### config.mk
export PLATFORM = sky130hd
export DESIGN_NAME = fb_zoom_writer
export DESIGN_NICKNAME = d
export VERILOG_FILES = /design/src/rtl/fb_pkg.sv /design/src/rtl/fb_delay_line.sv /design/src/rtl/fb_zoom_writer.sv
export SDC_FILE = /design/constraint.sdc
export NUM_CORES = 1
export LEC_CHECK = 0
export BUFFER_PORTS_ARGS = -buffer_cell sky130_fd_sc_hd__buf_2
export CAP_MARGIN = 40
export CORE_MARGIN = 5
export CORE_UTILIZATION = 53
export CTS_BUF_LIST = sky130_fd_sc_hd__clkbuf_16
export CTS_CLUSTER_DIAMETER = 40
export DETAILED_ROUTE_END_ITERATION = 16
export PLACE_DENSITY = 0.72
export SLEW_MARGIN = 5
export SYNTH_ARGS = -nofsm -noshare
export SYNTH_HDL_FRONTEND = slang
export SYNTH_SLANG_ARGS = --single-unit
### constraint.sdc
create_clock -name i_clk -period 2.3 [get_ports i_clk]
set_input_delay 0.115 -clock i_clk [delete_from_list [all_inputs] [get_ports i_clk]]
set_output_delay 0.115 -clock i_clk [all_outputs]
set_load 0.1 [all_outputs]
### src/rtl/fb_pkg.sv
// Shared definitions for the zoom framebuffer writer: default geometry,
// FSM state encoding and zoom mode encoding.
package fb_pkg;

  localparam int FB_IMG_W   = 160;
  localparam int FB_IMG_H   = 120;
  localparam int FB_ADDR_W  = 19;
  localparam int FB_COORD_W = 12;
  localparam int FB_DATA_W  = 8;

  typedef enum logic [1:0] {
    ST_IDLE  = 2'd0,
    ST_RUN   = 2'd1,
    ST_DRAIN = 2'd2,
    ST_DONE  = 2'd3
  } fb_state_t;

  typedef enum logic {
    MODE_1X = 1'b0,
    MODE_2X = 1'b1
  } fb_mode_t;

  // A new fill may only begin from a quiescent state.
  function automatic logic fb_can_start(fb_state_t s);
    return (s == ST_IDLE) || (s == ST_DONE);
  endfunction

endpackage

### src/rtl/fb_delay_line.sv
// Delays the write strobe and destination address to line up with the ROM's
// read latency, and qualifies the ROM data with the delayed strobe.
module fb_delay_line
  import fb_pkg::*;
#(
  parameter int DEPTH = 1,
  parameter int AW    = FB_ADDR_W,
  parameter int DW    = FB_DATA_W
) (
  input  logic          i_clk,
  input  logic          i_rst_n,
  input  logic          i_valid,
  input  logic [AW-1:0] i_addr,
  input  logic [DW-1:0] i_data,
  output logic          o_valid,
  output logic [AW-1:0] o_addr,
  output logic [DW-1:0] o_data
);

  logic [DEPTH-1:0]         r_valid;
  logic [DEPTH-1:0][AW-1:0] r_addr;

  always_ff @(posedge i_clk or negedge i_rst_n) begin
    if (!i_rst_n) begin
      r_valid <= '0;
      r_addr  <= '0;
    end else begin
      r_valid[0] <= i_valid;
      r_addr[0]  <= i_addr;
      for (int i = 1; i < DEPTH; i++) begin
        r_valid[i] <= r_valid[i-1];
        r_addr[i]  <= r_addr[i-1];
      end
    end
  end

  assign o_valid = r_valid[DEPTH-1];
  assign o_addr  = r_addr[DEPTH-1];
  // The ROM itself supplies the data delay; only gate it to the valid window.
  assign o_data  = r_valid[DEPTH-1] ? i_data : '0;

endmodule

### src/rtl/fb_zoom_writer.sv
// Fills a framebuffer from a source ROM at 1x or 2x nearest-neighbour zoom,
// one destination pixel per clock, using only incremental address counters.
module fb_zoom_writer
  import fb_pkg::*;
#(
  parameter int IMG_W   = FB_IMG_W,
  parameter int IMG_H   = FB_IMG_H,
  parameter int ADDR_W  = FB_ADDR_W,
  parameter int ROM_LAT = 1
) (
  input  logic              i_clk,
  input  logic              i_rst_n,
  input  logic              i_start,
  input  logic              i_switch,
  output logic [ADDR_W-1:0] o_rom_addr,
  input  logic [7:0]        i_rom_data,
  output logic [ADDR_W-1:0] o_ram_wraddr,
  output logic [7:0]        o_ram_data,
  output logic              o_ram_wren,
  output logic              o_busy,
  output logic              o_done
);

  localparam logic [FB_COORD_W-1:0] L_DW1_M1   = FB_COORD_W'(IMG_W - 1);
  localparam logic [FB_COORD_W-1:0] L_DH1_M1   = FB_COORD_W'(IMG_H - 1);
  localparam logic [FB_COORD_W-1:0] L_DW2_M1   = FB_COORD_W'(2 * IMG_W - 1);
  localparam logic [FB_COORD_W-1:0] L_DH2_M1   = FB_COORD_W'(2 * IMG_H - 1);
  localparam logic [FB_COORD_W-1:0] L_ONE_C    = FB_COORD_W'(1);
  localparam logic [ADDR_W-1:0]     L_ONE_A    = ADDR_W'(1);
  localparam logic [ADDR_W-1:0]     L_ROW_STEP = ADDR_W'(IMG_W);
  localparam logic [1:0]            L_DRAIN_LAST = 2'(ROM_LAT - 1);

  fb_state_t               r_state;
  fb_state_t               w_state_next;
  fb_mode_t                r_mode;
  logic [FB_COORD_W-1:0]   r_dx;
  logic [FB_COORD_W-1:0]   r_dy;
  logic                    r_xph;
  logic                    r_yph;
  logic [ADDR_W-1:0]       r_sx;
  logic [ADDR_W-1:0]       r_row_base;
  logic [ADDR_W-1:0]       r_dst_addr;
  logic [1:0]              r_drain_cnt;

  logic                    w_zoom;
  logic [FB_COORD_W-1:0]   w_dw_m1;
  logic [FB_COORD_W-1:0]   w_dh_m1;
  logic                    w_last_x;
  logic                    w_last_pix;
  logic                    w_issue;
  logic                    w_accept;

  assign w_zoom     = (r_mode == MODE_2X);
  assign w_dw_m1    = w_zoom ? L_DW2_M1 : L_DW1_M1;
  assign w_dh_m1    = w_zoom ? L_DH2_M1 : L_DH1_M1;
  assign w_last_x   = (r_dx == w_dw_m1);
  assign w_last_pix = w_last_x && (r_dy == w_dh_m1);
  assign w_issue    = (r_state == ST_RUN);
  assign w_accept   = i_start && fb_can_start(r_state);

  always_ff @(posedge i_clk or negedge i_rst_n) begin
    if (!i_rst_n) begin
      r_state <= ST_IDLE;
    end else begin
      r_state <= w_state_next;
    end
  end

  always_comb begin
    w_state_next = r_state;
    case (r_state)
      ST_IDLE:  if (i_start) w_state_next = ST_RUN;
      ST_RUN:   if (w_last_pix) w_state_next = ST_DRAIN;
      ST_DRAIN: if (r_drain_cnt == L_DRAIN_LAST) w_state_next = ST_DONE;
      ST_DONE:  if (i_start) w_state_next = ST_RUN;
      default:  w_state_next = ST_IDLE;
    endcase
  end

  always_ff @(posedge i_clk or negedge i_rst_n) begin
    if (!i_rst_n) begin
      r_drain_cnt <= '0;
    end else if (r_state == ST_DRAIN) begin
      r_drain_cnt <= r_drain_cnt + 2'd1;
    end else begin
      r_drain_cnt <= '0;
    end
  end

  // Phase bits mark the second copy of a replicated column/row in 2x mode;
  // the source column/row only advances after that second copy.
  always_ff @(posedge i_clk or negedge i_rst_n) begin
    if (!i_rst_n) begin
      r_mode     <= MODE_1X;
      r_dx       <= '0;
      r_dy       <= '0;
      r_xph      <= 1'b0;
      r_yph      <= 1'b0;
      r_sx       <= '0;
      r_row_base <= '0;
      r_dst_addr <= '0;
    end else if (w_accept) begin
      r_mode     <= fb_mode_t'(i_switch);
      r_dx       <= '0;
      r_dy       <= '0;
      r_xph      <= 1'b0;
      r_yph      <= 1'b0;
      r_sx       <= '0;
      r_row_base <= '0;
      r_dst_addr <= '0;
    end else if (w_issue) begin
      r_dst_addr <= r_dst_addr + L_ONE_A;
      if (w_last_x) begin
        r_dx  <= '0;
        r_sx  <= '0;
        r_xph <= 1'b0;
        r_dy  <= r_dy + L_ONE_C;
        r_yph <= w_zoom & ~r_yph;
        if (!w_zoom || r_yph) begin
          r_row_base <= r_row_base + L_ROW_STEP;
        end
      end else begin
        r_dx  <= r_dx + L_ONE_C;
        r_xph <= w_zoom & ~r_xph;
        if (!w_zoom || r_xph) begin
          r_sx <= r_sx + L_ONE_A;
        end
      end
    end
  end

  assign o_rom_addr = w_issue ? (r_row_base + r_sx) : '0;
  assign o_busy     = (r_state == ST_RUN) || (r_state == ST_DRAIN);
  assign o_done     = (r_state == ST_DONE);

  fb_delay_line #(
    .DEPTH (ROM_LAT),
    .AW    (ADDR_W),
    .DW    (8)
  ) u_delay (
    .i_clk   (i_clk),
    .i_rst_n (i_rst_n),
    .i_valid (w_issue),
    .i_addr  (r_dst_addr),
    .i_data  (i_rom_data),
    .o_valid (o_ram_wren),
    .o_addr  (o_ram_wraddr),
    .o_data  (o_ram_data)
  );

endmodule

==> results.md <==
- DR vias: 4819
- Final WS setup: -399 ps
- Site row count: 37
- P_leak: 3.41 nW
- DR iter-0 viols: approximately 260
- DRC: 0
- Critical Path RT: 2180 ps
- Data arrival, critical path: 2580 ps
- Final hold violation count: 0
- Most frequent cells in the layout: 102 x dfrtp_1, 76 x nor2_1, 66 x buf_4
- Total GRT Usage: 22.6%
- DIE WIDTH: 112 µm
- Cell area after synthesis: 0.00551 mm²
- Leading cell type in the layout, fill and taps excluded: dfrtp_1
- Fmax: 0.371 GHz
- Setup crit end kind: output port
- Post-Syn Instances: 588
- Largest family of logic cells by synthesized area: simple AND/OR/NAND/NOR gates
- Hold WC Path Type: in -> reg
- Diode count: 0
- Share of cells above drive strength 1: 30.1%
- Initial Util: a little over half
- Drt wl/cell: 16.4 µm
- WP depth: 10
- Syn_area_per_cell: 9.37 µm²
- Layout area overhead: 36.5%
- Tot Pwr: 6.07 mW
- Final #Nets: 749
- Port Buffers: 60
- CP Max Fanout: 3
- Final Setup Violations: 8
- Worst VDD drop: 0.854 mV
- Area after DPL: 0.00689 mm²
- Min Hold Slack: about 150 ps
- Register area share after synthesis: 46.8%
- WL final: around 14 mm
- CTS tree: built
- Pre-antenna DRT Iters: 5
- Initial antenna violation count: 0
- Number of enable-type register cells in the synthesized netlist: 0
- Main synth FF type: dfrtp_1
- Hold Crit Depth: 4
- Fin. max-slew vios: 0
- First-pass GRT wire length: 23.4 mm
- Clock skew: 10.8 ps
- Clk slew on worst S/H paths: about 80 ps
- Root buf cell: clkbuf_16
- Max stage delay on crit path: 420 ps
- Fin area: 0.00752 mm²
- Final HPWL DP: ~10 mm
- Share of async-settable or async-resettable flops after synthesis: 100%
- Critical path's top delay family: compound AO/OA/AOI/OAI gates
- Num ports: 61
- Synth Area in XOR/XNOR: roughly 9.9%
- Total gr overflow: 0
- Post-synthesis mux area share: 0.727%
- Post-route ant nets: 0
- Vias in the first global route: roughly 5100
- Die ar.: 0.0125 mm²
- Fin util: between 70% and 80%
- Synth Area in Compound Gates: 11.3%
- Startpoint Class: flip-flop
- R2R depth: 6
- Failing checks: setup timing
- Fillers: 702
- H-tree depth: 3
- Clk Latency, worst-skew pair: around 350 ps
- Largest net degree at the start of global routing: 55
- Gpl congestion: 0.886
- Adder-cell share of the synthesized area: 5.45%
- Max-slew headroom at the worst pin: 57.3%
- Synth Area in Simple Gates: 23.3%
- Post-Syn Nets: 624
- Power density cells: between 800 and 900 mW/mm²
- Period utilization: 117%
- Slowest cell on crit path: dfrtp_1
- Outcome: finished, violations left
- Bufs on Longest Clock Path: 2
- Total CTS buffers: 9
- RSZ-0062 raised after global routing: true
- Vias/cell: between 5 and 6
- Worst path bufs/invs: 3
- Core ar.: 0.0102 mm²
- Die height: 112 µm
- # clock sinks: 103
- Worst slew pin tran: 640 ps
- Max cap viols: 0
- Register bit total from synthesis: 103
- Syn. warnings: 0
- Setup CP Type: reg -> out
- Final min period: 2700 ps
- Library cells used by synthesis: 51
- CP cell instances: ha_4, a211oi_4, nor2_4, buf_4, o41ai_4, buf_4, o21ai_2, xnor2_2, nor2_4, buf_12
-- sequential cells by signal, indices dropped and copies added, names as in the netlist --
register and count:
r_xph 1, r_yph 1, r_dy 12, r_dst_addr 19, r_row_base 14, r_dx 12, r_state 2, r_drain_cnt 2
u_delay.o_valid 1, u_delay.o_addr 19, r_sx 19, r_mode 1
-- through the flow --
stage                     cells  worst slack (ps)  setup TNS [ps]
after floorplan             588              -293            -774
after global placement      829             -52.2           -78.5
after detailed placement    829              -129            -375
after CTS                   849              -403           -2530
after global routing        854              -487           -3060
final                       854              -399           -2210
-- Yosys cell counts (all sizes together) (2+ instances only) --
| master | instances | area [µm²] |
|---|---|---|
| a2111oi | 2 | 55.1 |
| a211oi | 4 | 35.0 |
| a21o | 3 | 22.5 |
| a21oi | 25 | 125 |
| a31oi | 3 | 18.8 |
| and2 | 16 | 100 |
| and3 | 6 | 37.5 |
| and4 | 3 | 26.3 |
| clkbuf | 17 | 63.8 |
| dfrtp | 103 | 2580 |
| ha | 24 | 300 |
| inv | 19 | 71.3 |
| mux2i | 4 | 40.0 |
| nand2 | 48 | 180 |
| nand2b | 7 | 51.3 |
| nand3 | 34 | 170 |
| nand4 | 19 | 119 |
| nand4b | 2 | 17.5 |
| nor2 | 91 | 342 |
| nor2b | 3 | 18.8 |
| nor3 | 10 | 50.1 |
| nor4 | 6 | 37.5 |
| nor4b | 2 | 17.5 |
| o21a | 3 | 22.5 |
| o21ai | 34 | 170 |
| o31ai | 7 | 52.6 |
| o41ai | 3 | 26.3 |
| or2 | 2 | 12.5 |
| or3 | 7 | 43.8 |
| or4 | 2 | 22.5 |
| xnor2 | 29 | 254 |
| xor2 | 33 | 289 |
-- cells by family (layout without fill, tap and decap cells) --
kind of cell	count (synthesis)	after routing
AND/OR/NAND/NOR	262	262
flip-flops	103	103
AO/OA/AOI/OAI	95	95
XOR/XNOR	62	62
buffers and inverters	37	167
adder cells (fa/ha/maj)	24	24
multiplexers	4	4
other	1	1
-- worst min-delay path, cell delays in order --
cell and delay, ps:
buf_2 110, inv_1 60, o21ai_0 90, o21ai_0 80
-- path summary, 6_finish.rpt --
check	start	end	slack (ps)
worst max-delay path	r_sx[9]$_DFFE_PN0P_	o_rom_addr[17]	-400
worst min-delay path	i_start	r_state[1]$_DFFE_PN0P_	150
worst max register to register	r_mode$_DFFE_PN0P_	r_dy[11]$_DFFE_PN0P_	10
worst min register to register	r_dst_addr[18]$_DFFE_PN0P_	u_delay.o_addr[18]$_DFF_PN0_	400
max in group asynchronous	i_rst_n	r_sx[7]$_DFFE_PN0P_	1230
min in group asynchronous	i_rst_n	r_sx[0]$_DFFE_PN0P_	330
-- metal layers --
metal	track usage [%]	part of all wire [%]	vias up
li1	-	-	2282
met1	26.5	40	2390
met2	41.2	53	119
met3	4.67	4.2	28
met4	7.13	2.2	0
met5	0	0	-
-- layout make-up --
cell class / instances / area (µm²) / share of cell area, %
clock buffers: 9 / 225 / 3.00
flip-flops and latches: 103 / 2580 / 34.3
well taps: 136 / 170 / 2.26
clock inverters: 7 / 72.6 / 0.965
repair buffers: 132 / 1150 / 15.4
multi-input cells: 448 / 3250 / 43.2
inverters: 19 / 71.3 / 0.948
-- power breakdown --
part / leakage, nW / switching (mW) / internal, mW
Sequential: 1.42 / 0.123 / 1.95
Combinational: 1.85 / 1.82 / 0.666
Clock: 0.143 / 0.746 / 0.769
Total: 3.41 / 2.69 / 3.38
-- what timing repair did --
item                                   CTS  global route
endpoints found under the hold margin   50             0
pin swaps                               15            20
hold buffers                             2             0
buffers inserted                         2             7
setup endpoints to repair               20            38
gates resized for setup                 20            34
Power figures use the tool's default switching activity.
